## src/rtl/alu_issue_seq.sv

```systemverilog
// Issue sequencer for the combinational data ALU: registers operands, waits the per-opcode
// settle time, captures the result into an in-order response FIFO. Optional stats: ALU_SEQ_STATS_EN.
module alu_issue_seq #(
  parameter int TAG_W      = 4,
  parameter int RESP_DEPTH = 2,
  parameter int MC_WAIT    = 3
) (
  input  logic              clk,
  input  logic              rst_n,
  input  logic              req_valid,
  output logic              req_ready,
  input  logic [16:0]       req_op1,
  input  logic [16:0]       req_op2,
  input  logic [3:0]        req_ctrl,
  input  logic [TAG_W-1:0]  req_tag,
  output logic [16:0]       alu_op1,
  output logic [16:0]       alu_op2,
  output logic [3:0]        alu_ctrl,
  input  logic [32:0]       alu_data,
  input  logic              alu_sign,
  output logic              resp_valid,
  input  logic              resp_ready,
  output logic [32:0]       resp_data,
  output logic              resp_sign,
  output logic              resp_err,
  output logic [TAG_W-1:0]  resp_tag
`ifdef ALU_SEQ_STATS_EN
  ,
  output logic [15:0]       stat_ops,
  output logic [15:0]       stat_err
`endif
);

  localparam int PW = $clog2(RESP_DEPTH);
  localparam int CW = $clog2(RESP_DEPTH + 1);
  localparam int WW = $clog2(MC_WAIT + 1);

  typedef struct packed {
    logic [32:0]      data;
    logic             sign;
    logic             err;
    logic [TAG_W-1:0] tag;
  } resp_t;

  typedef enum logic [1:0] {IDLE, WAIT, CAPTURE} state_t;

  state_t           state, state_nxt;
  logic [WW-1:0]    cnt;
  logic [TAG_W-1:0] tag_q;
  logic [32:0]      last_result;

  resp_t            mem [RESP_DEPTH];
  logic [PW-1:0]    wr_ptr, rd_ptr;
  logic [CW-1:0]    count;

  logic             accept, issue, push, pop;
  resp_t            push_ent, head;

  assign req_ready = rst_n && (state == IDLE) && (count < CW'(RESP_DEPTH));
  assign accept    = req_valid && req_ready;
  assign pop       = resp_ready && (count != '0);
  assign resp_valid = (count != '0);

  always_comb begin
    state_nxt = state;
    issue     = 1'b0;
    push      = 1'b0;
    push_ent  = '0;
    case (state)
      IDLE: if (accept) begin
        // Divide-by-zero and NOP are answered here so the ALU never sees them.
        if (req_ctrl == 4'b0010 && req_op2 == '0) begin
          push         = 1'b1;
          push_ent.err = 1'b1;
          push_ent.tag = req_tag;
        end else if (req_ctrl == 4'b1001) begin
          push          = 1'b1;
          push_ent.data = last_result;
          push_ent.tag  = req_tag;
        end else begin
          issue     = 1'b1;
          state_nxt = WAIT;
        end
      end
      WAIT: if (cnt <= WW'(1)) state_nxt = CAPTURE;
      CAPTURE: begin
        push          = 1'b1;
        push_ent.data = alu_data;
        // signFlag is only meaningful for add/sub.
        push_ent.sign = (alu_ctrl == 4'b0000 || alu_ctrl == 4'b0001) ? alu_sign : 1'b0;
        push_ent.tag  = tag_q;
        state_nxt     = IDLE;
      end
      default: state_nxt = IDLE;
    endcase
  end

  always_ff @(posedge clk) begin
    if (!rst_n) begin
      state       <= IDLE;
      cnt         <= '0;
      tag_q       <= '0;
      last_result <= '0;
      alu_op1     <= '0;
      alu_op2     <= '0;
      alu_ctrl    <= '0;
    end else begin
      state <= state_nxt;
      if (issue) begin
        alu_op1  <= req_op1;
        alu_op2  <= req_op2;
        alu_ctrl <= req_ctrl;
        tag_q    <= req_tag;
        cnt      <= (req_ctrl == 4'b0010 || req_ctrl == 4'b0011) ? WW'(MC_WAIT) : WW'(1);
      end else if (state == WAIT) begin
        cnt <= cnt - 1'b1;
      end
      if (state == CAPTURE) last_result <= alu_data;
    end
  end

  // Response FIFO; at most one op in flight, so req_ready gating keeps pushes from overflowing.
  always_ff @(posedge clk) begin
    if (!rst_n) begin
      wr_ptr <= '0;
      rd_ptr <= '0;
      count  <= '0;
      for (int i = 0; i < RESP_DEPTH; i++) mem[i] <= '0;
    end else begin
      if (push) begin
        mem[wr_ptr] <= push_ent;
        wr_ptr      <= wr_ptr + 1'b1;
      end
      if (pop) rd_ptr <= rd_ptr + 1'b1;
      case ({push, pop})
        2'b10:   count <= count + 1'b1;
        2'b01:   count <= count - 1'b1;
        default: count <= count;
      endcase
    end
  end

  always_comb begin
    head      = mem[rd_ptr];
    resp_data = resp_valid ? head.data : '0;
    resp_sign = resp_valid ? head.sign : 1'b0;
    resp_err  = resp_valid ? head.err  : 1'b0;
    resp_tag  = resp_valid ? head.tag  : '0;
  end

`ifdef ALU_SEQ_STATS_EN
  always_ff @(posedge clk) begin
    if (!rst_n) begin
      stat_ops <= '0;
      stat_err <= '0;
    end else if (push) begin
      if (stat_ops != 16'hFFFF) stat_ops <= stat_ops + 1'b1;
      if (push_ent.err && stat_err != 16'hFFFF) stat_err <= stat_err + 1'b1;
    end
  end
`endif

endmodule

```

## config.mk

```make
export PLATFORM = sky130hd
export DESIGN_NAME = alu_issue_seq
export DESIGN_NICKNAME = d
export VERILOG_FILES = /design/src/rtl/alu_issue_seq.sv
export SDC_FILE = /design/constraint.sdc
export NUM_CORES = 1
export LEC_CHECK = 0
export CORE_ASPECT_RATIO = 1.75
export CORE_UTILIZATION = 47
export CTS_BUF_LIST = sky130_fd_sc_hd__clkbuf_8
export DETAILED_ROUTE_END_ITERATION = 7
export HOLD_SLACK_MARGIN = 0.15
export PLACE_DENSITY = 0.79
export SETUP_SLACK_MARGIN = 0.1
export SYNTH_ARGS = -nofsm -noshare
export SYNTH_HDL_FRONTEND = slang
export SYNTH_SLANG_ARGS = --single-unit
```

## constraint.sdc

```tcl
create_clock -name clk -period 5.41 [get_ports clk]
set_clock_uncertainty 0.15 [all_clocks]
set_input_delay 1.082 -clock clk [delete_from_list [all_inputs] [get_ports clk]]
set_output_delay 1.082 -clock clk [all_outputs]
set_load 0.005 [all_outputs]
```

==> results of run 1 <==
==> registers in the layout (all words and copies together) (netlist names), named ones only <==
name	cells
alu_op2	17
alu_op1	17
last_result	33
cnt	2
state	2
mem	78
count	2
rd_ptr	1
tag_q	4
wr_ptr	1
alu_ctrl	4
==> layer usage <==
metal | GRT usage [%] | up-vias
met5 | 0 | -
met4 | 7.69 | 0
met3 | 6.25 | 24
met2 | 42.0 | 145
met1 | 22.6 | 2453
li1 | - | 2569
==> power groups by stage <==
| stage | Combinational, mW | Clock [mW] | Sequential (mW) |
|---|---|---|---|
| after CTS | 0.343 | 0.930 | 1.38 |
| after global placement | 0.334 | 0 | 1.40 |
| after floorplan | 0.162 | 0 | 1.40 |
| final | 0.338 | 0.917 | 1.38 |
| after global routing | 0.370 | 0.980 | 1.39 |
| after detailed placement | 0.342 | 0 | 1.41 |
==> cells by family (layout without fill, tap and decap cells) <==
group           Yosys count  after routing  synth area share [%]
buf+inv                  53            205                  3.75
simple gates            294            294                  17.6
flops                   162            162                  59.4
mux                      41             41                  6.07
compound gates          122            122                  12.3
xor+xnor                  4              4                 0.517
fa+ha+maj                 2              2                 0.369
==> synthesized netlist by cell type, drive strengths merged, types with 2 or more instances <==
| cell | count |
|---|---|
| a21boi | 67 |
| nor4 | 4 |
| ha | 2 |
| xnor2 | 2 |
| nand2 | 151 |
| inv | 7 |
| xor2 | 2 |
| dfxtp | 84 |
| mux2i | 40 |
| o21a | 2 |
| a22oi | 3 |
| nor2 | 120 |
| buf | 14 |
| o21ai | 44 |
| nand4 | 2 |
| edfxtp | 78 |
| and2 | 4 |
| o221a | 2 |
| nor3 | 4 |
| clkbuf | 32 |
==> critical path, stage by stage <==
cell and delay [ps]:
clkdlybuf4s50_1 500, or4bb_1 570, nor3_4 130, buf_4 340
o21bai_4 220, nor2_2 120, o21ai_4 300, buf_4 460
==> how the worst max path moves through the flow <==
stage                     slack (ps)            end  cells after the start
after global placement          1230     mem[1][22]                      8
after global routing            1480  resp_data[32]                      4
after floorplan                 -210      mem[1][0]                      6
after CTS                       1570  resp_data[32]                      4
final                           1610      mem[1][7]                      8
after detailed placement        1140     mem[1][22]                      8
==> layout make-up <==
class	instances	area, µm²
fill	1150	5120
sequential	162	4030
multi-input combinational	463	2540
timing repair buffer	166	1640
clock buffer	17	234
tap	177	221
clock inverter	15	180
inverter	7	26.3
==> run_results.csv, run 1 <==
group,metric,value,unit
run_status,status,"completed",
cts,clock_tree.root_cell,"clkbuf_8",
timing,slew_headroom,38.7,%
cts,cts_hold_buf,0,
synth,async_reset_ff_share,0,%
final_layout,fin_cells,1007,
final_layout,final_area,8860,µm²
place,dpl_cell_area,8450,µm²
run,maxCapViolations,0,
route,vias_per_cell,5.15,
grt,antenna_found_initial,0,
critical_path,cp-end-kind,"flop",
final_layout,drive_above_1_share,6.63,%
route,drt_first_pass_iters,4,
route,drc,0,
critical_path,r2r_setup_slack,2330,ps
place,dp_cells,975,
worst_hold_path,hold_depth,2,
grt,grt_usage,22.2,%
synth,ys_seq_area_share,59.4,%
cts,cts_sinks,162,
timing,worst_slack,1610,ps
power,swShare,24.6,%
timing,rsz0062_at_grt,"no",
power,p_int,1.99,mW
synth,synth_edf_count,78,
route,top_layer_used,"met4",
power,irDropWorstVdd,0.000192,V
synth,ys_ff_latch,162,
synth,syn_nets,760,
die,num_io_pins,159,
worst_hold_path,whs_endpoint,"tag_q[1]",
place,gp_congestion,0.776,
cts,htreeDepth,4,
power,p_seq_share,52.3,%
power,p_comb_share,12.8,%
final_layout,mostFrequentLayoutCells,"clkdlybuf4s50_1, nand2_1, nor2_1",
timing,worstMarginPinSlew,918,ps
critical_path,reg2reg_depth,7,
route,drt_iter0_markers,220,
place,pre_cts_ws,1140,ps
route,final_antenna_net_count,0,
critical_path,path_max_fanout,34,
synth,synth_ff_type,"dfxtp_1",
final_layout,layout_commonest_cell,"clkdlybuf4s50_1",
route,route.met2.wl,8940,µm
critical_path,critical_path_class,"in -> reg",
route,met1_length,5790,µm
synth,syn-cell-area,6780,µm²
critical_path,cp-startpoint,"req_ctrl[3]",
synth,synthCells,678,
final_layout,nNetsFinal,899,
power,switching_power,0.647,mW
synth,yosysTopAreaCell,"edfxtp_1",
grt,overflow,0,
cts,numCtsBuffers,17,
critical_path,cp-start-kind,"primary input",
route,route.met3.wl,768,µm
final_layout,diodes,0,
critical_path,arrival,3730,ps
die,start_util,48.5,%
timing,clock.fmax,263,MHz
die,dieWidth,92.8,µm
worst_hold_path,hold_path.class,"reg -> reg",
grt,grt_pass1_vias,5405,
die,dieArea,14900,µm²
critical_path,r2r-end,"mem[1][7]",
power,clkPwrFrac,34.8,%
route,wl_per_cell,15.7,µm
die,core-area,14000,µm²
synth,synth.distinct_cells,43,
route,routed_wl,15800,µm
cts,cts_resized,0,
die,die_h,161,µm
place,hpwl,11200,µm
critical_path,r2r-start,"state[0]",
worst_hold_path,hold_start,"tag_q[1]",
timing,fin_setup_tns,0,ps
timing,slew_violations,0,
die,std_cell_rows,57,
final_layout,layout-area-overhead-vs-synth,30.7,%
power,power,2.63,mW
cts,cts_tree,"yes",
cts,postCtsSetupBuffers,0,
route,vias,5191,
cts,clk_path_buf_depth,2,
cts,clock_latency,450,ps
critical_path,worstPathRequired,5340,ps
synth,ys_warn_count,0,
timing,hold_viol,0,
synth,yosysTopAreaCellShare,34.6,%
grt,grt_start_max_net_pins,89,
power,powerDensity,297,nW/µm²
place,io_buffers,158,
timing,period_needed,3800,ps
final_layout,fin_util,63.4,%
grt,grt_pass1_wl,25600,µm
timing,whs,303,ps
cts,clk_pin_slew_worst_paths,90,ps
power,p_leak,3.06,nW
timing,period_share,70.3,%
synth,synth_area_per_cell,10.0,µm²
synth,synth_area_leaders,"edfxtp_1, dfxtp_1, nand2_1",
timing,setup-violations-final,0,
Note: power is estimated with default switching activity, not from simulation.
==> run 2: changes to the inputs <==
--- a/config.mk
+++ b/config.mk
@@ -6,11 +6,11 @@
 export NUM_CORES = 1
 export LEC_CHECK = 0
 export CORE_ASPECT_RATIO = 1.75
-export CORE_UTILIZATION = 47
+export CORE_UTILIZATION = 50
 export CTS_BUF_LIST = sky130_fd_sc_hd__clkbuf_8
 export DETAILED_ROUTE_END_ITERATION = 7
 export HOLD_SLACK_MARGIN = 0.15
-export PLACE_DENSITY = 0.79
+export PLACE_DENSITY = 0.8
 export SETUP_SLACK_MARGIN = 0.1
 export SYNTH_ARGS = -nofsm -noshare
 export SYNTH_HDL_FRONTEND = slang
==> constraint.sdc (replaced) <==
create_clock -name clk -period 3.6 [get_ports clk]
set_clock_uncertainty 0.15 [all_clocks]
set_input_delay 0.72 -clock clk [delete_from_list [all_inputs] [get_ports clk]]
set_output_delay 0.72 -clock clk [all_outputs]
set_load 0.005 [all_outputs]
==> run 2 against run 1 <==
Effect of this change:
- critical path depth decreased by 4
- sequential share of layout area decreased by 0.17 points
- largest cell class unchanged
- combinational power increased by 54%
==> run_results.csv, run 2 (synthesized netlist as in run 1, its figures left out) <==
group,metric,value,unit
run_status,status,"completed",
final_layout,top_register,"mem",
critical_path,critical_path_class,"reg -> out",
timing,slew_violations,0,
power,p_int,2.93,mW
final_layout,reg_top3,"mem x78, last_result x33",
route,drt_first_pass_iters,4,
route,vias,5235,
die,num_io_pins,159,
final_layout,layout-area-overhead-vs-synth,31.2,%
timing,rsz0062_at_grt,"no",
cts,cts_resized,0,
run,maxCapViolations,0,
power,switching_power,0.956,mW
cts,clock_tree.root_cell,"clkbuf_8",
power,p_comb_share,13.4,%
route,route.met3.wl,971,µm
cts,cts_sinks,162,
cts,cts_hold_buf,0,
die,dieWidth,90.0,µm
place,gp_congestion,0.798,
critical_path,r2r_setup_slack,940,ps
cts,clk_pin_slew_worst_paths,80,ps
critical_path,path_max_fanout,23,
grt,grt_start_max_net_pins,89,
grt,grt_pass1_wl,25000,µm
cts,cts_tree,"yes",
critical_path,cp-start-kind,"flop",
power,p_leak,3.09,nW
route,drc,0,
place,hpwl,10600,µm
cts,clk_path_buf_depth,2,
die,core-area,13100,µm²
cts,postCtsSetupBuffers,0,
power,clkPwrFrac,33.3,%
final_layout,mostFrequentLayoutCells,"clkdlybuf4s50_1, nand2_1, nor2_1",
power,irDropWorstVdd,0.000324,V
timing,period_share,87.7,%
final_layout,fin_util,68.0,%
timing,hold_viol,0,
critical_path,worstPathRequired,2730,ps
timing,worst_slack,442,ps
route,met1_length,5760,µm
timing,clock.fmax,317,MHz
route,routed_wl,15600,µm
grt,grt_usage,22.6,%
timing,setup-violations-final,0,
place,io_buffers,158,
place,pre_cts_ws,202,ps
timing,slew_headroom,40.6,%
die,dieArea,14000,µm²
final_layout,fin_cells,1005,
critical_path,arrival,2290,ps
grt,grt_pass1_vias,5325,
die,std_cell_rows,55,
final_layout,layout_commonest_cell,"clkdlybuf4s50_1",
final_layout,largest_register_ffs,78,
power,powerDensity,437,nW/µm²
final_layout,drive_above_1_share,7.19,%
grt,overflow,0,
cts,numCtsBuffers,17,
grt,antenna_found_initial,0,
power,p_seq_share,53.3,%
final_layout,fillCellCount,1023,
route,wl_per_cell,15.5,µm
timing,worstMarginPinSlew,891,ps
cts,clock_latency,430,ps
die,start_util,51.8,%
route,drt_iter0_markers,216,
critical_path,cp-end-kind,"primary output",
route,vias_per_cell,5.21,
timing,period_needed,3160,ps
cts,htreeDepth,4,
die,die_h,156,µm
place,dp_cells,973,
route,top_layer_used,"met4",
final_layout,nNetsFinal,903,
worst_hold_path,hold_path.class,"reg -> reg",
final_layout,diodes,0,
power,swShare,24.6,%
power,power,3.88,mW
timing,whs,302,ps
route,final_antenna_net_count,0,
route,route.met2.wl,8620,µm
run 2: changes by cell type in the layout (fill, tap and decap cells not counted):
cell | previous run | this run
clkinv_2 | 0 | 1
inv_6 | 6 | 4
clkinvlp_4 | 4 | 2
bufinv_16 | 3 | 2
inv_4 | 0 | 4
buf_12 | 0 | 3
clkinv_4 | 0 | 1
buf_4 | 8 | 9
clkinv_1 | 1 | 0
run 2: worst paths after layout:
kind / startpoint / to / depth (start not counted)
max reg2reg: state[0] / count[1] / 8
min reg2reg: alu_op2[6] / alu_op2[6] / 2
min: alu_op2[6] / alu_op2[6] / 2
max: flop / resp_data[5] / 4
run 2: per-layer routing:
metal  GRT usage [%]  vias to the layer above
met4            7.91                        0
li1                -                     2572
met1            22.8                     2466
met5               0                        -
met3            5.60                       18
met2            44.1                      179
run 2: critical path: stages, from the launching register on:
cell	delay, ps
dfxtp_2	680
buf_12	270
mux2i_1	370
nor2_1	70
clkdlybuf4s50_1	460
run 2: layout make-up:
cell class | count | area (µm²) | area share (%)
flip-flops and latches | 162 | 4030 | 45.3
multi-input cells | 463 | 2540 | 28.5
clock inverters | 15 | 153 | 1.72
inverters | 7 | 26.3 | 0.295
clock buffers | 17 | 234 | 2.63
repair buffers | 170 | 1700 | 19.2
well taps | 171 | 214 | 2.41
run 2: per-stage QoR:
| step | TNS [ps] | cell area, µm² |
|---|---|---|
| floorplan | -47090 | 6780 |
| global placement | 0 | 8510 |
| detailed placement | 0 | 8510 |
| CTS | 0 | 8890 |
| global route | 0 | 8890 |
| finish | 0 | 8890 |
run 2: power groups by stage:
| stage | sequential (mW) | clock (mW) | combinational, mW |
|---|---|---|---|
| after floorplan | 2.10 | 0 | 0.244 |
| after global placement | 2.10 | 0 | 0.515 |
| after detailed placement | 2.11 | 0 | 0.525 |
| after CTS | 2.07 | 1.31 | 0.528 |
| after global routing | 2.08 | 1.39 | 0.565 |
| final | 2.07 | 1.29 | 0.522 |
==> run 3: changes to the inputs <==
--- a/config.mk
+++ b/config.mk
@@ -6,12 +6,13 @@
 export NUM_CORES = 1
 export LEC_CHECK = 0
 export CORE_ASPECT_RATIO = 1.75
+export CORE_MARGIN = 2
 export CORE_UTILIZATION = 50
 export CTS_BUF_LIST = sky130_fd_sc_hd__clkbuf_8
 export DETAILED_ROUTE_END_ITERATION = 7
 export HOLD_SLACK_MARGIN = 0.15
 export PLACE_DENSITY = 0.8
-export SETUP_SLACK_MARGIN = 0.1
+export SETUP_SLACK_MARGIN = 0.2
 export SYNTH_ARGS = -nofsm -noshare
 export SYNTH_HDL_FRONTEND = slang
 export SYNTH_SLANG_ARGS = --single-unit
==> run 3 against run 2 <==
Effect of this change:
- die area rose by 3.5%
- worst hold slack got worse by 2.8 ps
- setup slack improved by 140 ps
- clock-buffer cell count rose by 1
- cell count rose by 0.40%
- flip-flop and latch count did not move
- sequential power barely moved
- first-iteration DRC count rose by 45%
- register-to-register slack barely moved
- highest routed layer unchanged
==> run_results.csv, run 3 (synthesized netlist as in run 1, its figures left out) <==
group,metric,value,unit
timing,slew_headroom,41.2,%
grt,grt_start_max_net_pins,89,
final_layout,top_register,"mem",
timing,period_share,83.9,%
grt,grt_pass1_vias,5389,
run_status,status,"completed",
critical_path,max_stage_delay,500,ps
critical_path,r2r_setup_slack,930,ps
grt,antenna_found_initial,0,
timing,slew_violations,0,
run,maxCapViolations,0,
cts,cts_hold_buf,0,
cts,postCtsSetupBuffers,0,
final_layout,regArea,4030,µm²
route,routed_wl,16000,µm
route,drt_iter0_markers,313,
die,dieArea,14500,µm²
critical_path,cp.buffers_inverters,2,
timing,fin_setup_tns,0,ps
critical_path,reg2reg_depth,8,
critical_path,slowest_stage,"nor2_4",
final_layout,fin_cells,1009,
critical_path,critPathTopFamily,"buffers and inverters",
grt,grt_usage,22.5,%
power,p_leak,3.11,nW
cts,clk_path_buf_depth,2,
timing,rsz0062_at_grt,"no",
cts,numCtsBuffers,17,
route,final_antenna_net_count,0,
route,drc,0,
worst_hold_path,hold_depth,2,
critical_path,worstPathRequired,2730,ps
timing,period_needed,3020,ps
final_layout,final_area,8930,µm²
critical_path,arrival,2150,ps
final_layout,fillCellCount,1048,
cts,clock_latency,440,ps
final_layout,drive_above_1_share,7.66,%
timing,setup-violations-final,0,
route,drt_first_pass_iters,7,
timing,worstMarginPinSlew,882,ps
worst_hold_path,whs_endpoint,"alu_op1[16]",
place,hpwl,11000,µm
critical_path,worstPathCellList,"nor2_4 > buf_4 > nor2_1 > clkdlybuf4s50_1",
final_layout,layout-area-overhead-vs-synth,31.8,%
grt,overflow,0,
timing,hold_viol,0,
place,dpl_cell_area,8510,µm²
route,vias_per_cell,5.22,
critical_path,cp-end-kind,"primary output",
cts,htreeDepth,4,
place,dp_cells,977,
final_layout,nNetsFinal,904,
final_layout,reg_top3,"mem x78, last_result x33",
critical_path,cp-start-kind,"flop",
final_layout,multi_input_area,2540,µm²
cts,clk_pin_slew_worst_paths,90,ps
power,irDropWorstVdd,0.000272,V
critical_path,path_max_fanout,24,
final_layout,mostFrequentLayoutCells,"clkdlybuf4s50_1, nand2_1, nor2_1",
die,num_io_pins,159,
cts,cts_resized,0,
cts,cts_sinks,162,
critical_path,cp-startpoint,"count[0]",
die,dieWidth,92.0,µm
die,die_h,158,µm
worst_hold_path,hold_start,"alu_op1[16]",
worst_hold_path,hold_path.class,"reg -> reg",
critical_path,r2r-end,"count[1]",
cts,cts_tree,"yes",
die,start_util,50.9,%
critical_path,critical_path_class,"reg -> out",
cts,clock_tree.root_cell,"clkbuf_8",
final_layout,diodes,0,
timing,clock.fmax,331,MHz
final_layout,largest_register_ffs,78,
route,wl_per_cell,15.9,µm
final_layout,layout_commonest_cell,"clkdlybuf4s50_1",
final_layout,fin_util,67.1,%
die,core-area,13300,µm²
die,std_cell_rows,56,
critical_path,r2r-start,"state[0]",
grt,grt_pass1_wl,25700,µm
route,vias,5262,
power,powerDensity,447,nW/µm²
place,io_buffers,158,
place,gp_congestion,0.785,
run 3: cell types whose count changed in the layout (fill, tap and decap cells not counted), sizes merged:
cell / before / now
clkinvlp: 2 / 1
buf: 13 / 14
inv: 16 / 14
clkbuf: 17 / 18
bufinv: 2 / 3
clkinv: 2 / 3
run 3: how the worst max path moves through the flow:
stage	endpoint	slack, ps	cells past startpoint
after global routing	resp_data[20]	420	4
after global placement	count[1]	270	8
after CTS	resp_data[20]	540	4
final	resp_data[20]	580	4
after detailed placement	count[1]	220	8
after floorplan	mem[0][0]	140	6
run 3: per-stage QoR:
step	total power [mW]	hold WS, ps	setup slack [ps]
floorplan	2.34	278	137
global placement	2.62	286	269
detailed placement	2.63	290	223
CTS	4.01	302	541
global route	4.15	322	417
finish	3.99	299	578
run 3: per-layer routing:
metal,global-route usage [%],vias up,routed length (µm),share of wire (%)
met1,24.2,2484,5970,37
met3,6.19,22,847,5.3
li1,-,2583,-,-
met5,0,-,0,0
met4,8.17,0,350,2.2
met2,41.9,173,8870,55
run 3: cell type report:
cell class / instances / share of cell area, %
clock buffer: 18 / 2.77
clock inverter: 14 / 1.95
sequential: 162 / 45.1
inverter: 7 / 0.294
tap: 174 / 2.44
timing repair buffer: 171 / 19.0
multi-input combinational: 463 / 28.5
run 3: tightest hold or removal path, delay by kind of cell (launching register included):
kind	cells	cell delay, ps
AO/OA/AOI/OAI	1	50
flip-flops	1	320
AND/OR/NAND/NOR	1	50
run 3: where the power goes:
group	internal (mW)	total (mW)	switching (mW)	leakage (nW)
Clock	0.715	1.40	0.685	0.216
Combinational	0.284	0.524	0.240	1.40
Sequential	2.02	2.07	0.0483	1.50
Total	3.02	3.99	0.973	3.11
==> edit (flow settings as in run 3) <==
Register the output `resp_err`, with the module's reset; this adds one clock of latency there. The other outputs are not delayed to match.
--- a/src/rtl/alu_issue_seq.sv
+++ b/src/rtl/alu_issue_seq.sv
@@ -44,4 +44,6 @@
 
   typedef enum logic [1:0] {IDLE, WAIT, CAPTURE} state_t;
+
+  logic resp_err_d;
 
   state_t           state, state_nxt;
@@ -145,5 +147,5 @@
     resp_data = resp_valid ? head.data : '0;
     resp_sign = resp_valid ? head.sign : 1'b0;
-    resp_err  = resp_valid ? head.err  : 1'b0;
+    resp_err_d = resp_valid ? head.err  : 1'b0;
     resp_tag  = resp_valid ? head.tag  : '0;
   end
@@ -161,4 +163,12 @@
 `endif
 
+  always_ff @(posedge clk) begin
+    if (!rst_n) begin
+      resp_err <= '0;
+    end else begin
+      resp_err <= resp_err_d;
+    end
+  end
+
 endmodule
 
Function: changed (Yosys sat finds a counterexample within 4 cycles, from zero or initial values and one cycle with rst_n low).
==> edit against run 3 <==
- count of clock-buffer cells in the layout fell by 1
- wire length rose by 1.0%
- highest routed layer unchanged
- sequential cell count rose by 1
- total power fell by 0.58%
- final area rose by 0.48%
- area after synthesis rose by 0.37%
- worst setup slack got worse by 0.12 ns
- synthesized cell count did not move
==> edit: results (changes against run 3) <==
status - completed
Critical Path Max Stage Delay - 0.63 ns (+0.13 ns)
Synth Area in Compound Gates - 9.638% (-2.7 points)
global-route wire length before repair - 26,000 um (+1.2%)
syn avg cell area - 10.03 um2 (+0.37%)
multi-input gates - 465 (+0.43%)
clk tree area frac - 4.489% (-0.23 points)
Pwr Total - 3966 uW (-0.58%)
Post-Synth Adder-Cell Area - 0.3678% (-0.0014 points)
total CTS buffers - 17 (unchanged)
met3 wire length - 942 um (+11%)
Nets - 907 (+0.33%)
M3 GR Usage - 5.679% (-0.51 points)
vias - 5,369 (+2.0%)
final wirelength - 16,200 um (+1.0%)
peak supply drop - 0.2861 mV (+5.3%)
mux contribution to synthesized area - 5.904% (-0.17 points)
Logic pwr share - 13.8% (+0.7 points)
dpl hpwl - 10,890 um (-0.90%)
top post-synthesis cells by area - edfxtp_1, dfxtp_1, nand2_1
Slew Limit Headroom - 38.79% (-2.4 points)
Synth Area in XOR/XNOR - 0.5150% (-0.0019 points)
library cells used by synthesis - 40 (-7.0%)
WP data arrival - 2.27 ns (+0.12 ns)
GR Util met2 - 43.49% (+1.6 points)
P&R area growth vs syn - 31.93%
fillers - 1,038 (-0.95%)
Reg area - 4045 um2 (+0.50%)
Post-Place Cells - 980 (+0.31%)
M1 WL - 5971 um (about the same)
total track usage - 22.94% (+0.42 points)
vias in the first global route - 5,546 (+2.9%)
Data buffer area share - 19.32% (+0.30 points)
FF-to-FF setup slack - 1.07 ns (+0.14 ns)
register area share after synthesis - 59.44% (+0.076 points)
Post-synth top cells - nand2_1, nor2_1, dfxtp_1, edfxtp_1, a21boi_0
leak pwr - 0.003345 uW (+7.5%)
grt met1 use - 23.62% (-0.58 points)
Yosys reg bits - 163 (+0.62%)
f_max - 318.7 MHz (-3.7%)
First DRT Iteration DRCs - 307 (-1.9%)
Non-clock buffers - 174 (+1.8%)
final instance area - 8975 um2 (+0.48%)
pre-CTS setup slack - 0.3119 ns (+0.08900 ns)
switch share - 24.20% (-0.18 points)
clk_buf instances - 17 (-1)
multi-input gate share of total cell area - 28.52% (+0.060 points)
layout cell share with drive strength beyond 1 - 7.041% (-0.62 points)
TritonRoute pass-1 iters - 4 (-3)
Placement Cell Area - 8572 um2 (+0.72%)
routability cong. - 0.7815 (-0.40%)
Logic inverters - 4 (-3)
initial antenna violation count - 0 (unchanged)
clk_lat worst skew - 0.44 ns (about the same)
Max Fanout on Critical Path - 30 (+25%)
==> edit: cell count changes after synthesis, moves of 3 or more <==
cell      before  now
nand3_1        1   41
o21ai_1       33    0
o21ai_0       11    6
buf_2          5    9
clkbuf_2       3    0
o211a_1        0    3
==> edit: worst paths after layout <==
check	from	end	cells after the start
worst max-delay path	count[0]$_SDFFE_PN0P_	resp_data[7]	4
worst min-delay path	alu_op2[15]$_SDFFE_PN0P_	alu_op2[15]$_SDFFE_PN0P_	2
worst max register to register	state[0]$_SDFFE_PN0P_	count[1]$_SDFFE_PN0P_	7
worst min register to register	alu_op2[15]$_SDFFE_PN0P_	alu_op2[15]$_SDFFE_PN0P_	2
==> edit: critical path, delay by kind of cell, from the launching register on <==
| family | cells | cell delay (ns) |
|---|---|---|
| buffers and inverters | 2 | 0.75 |
| AND/OR/NAND/NOR | 2 | 0.70 |
| flip-flops | 1 | 0.37 |
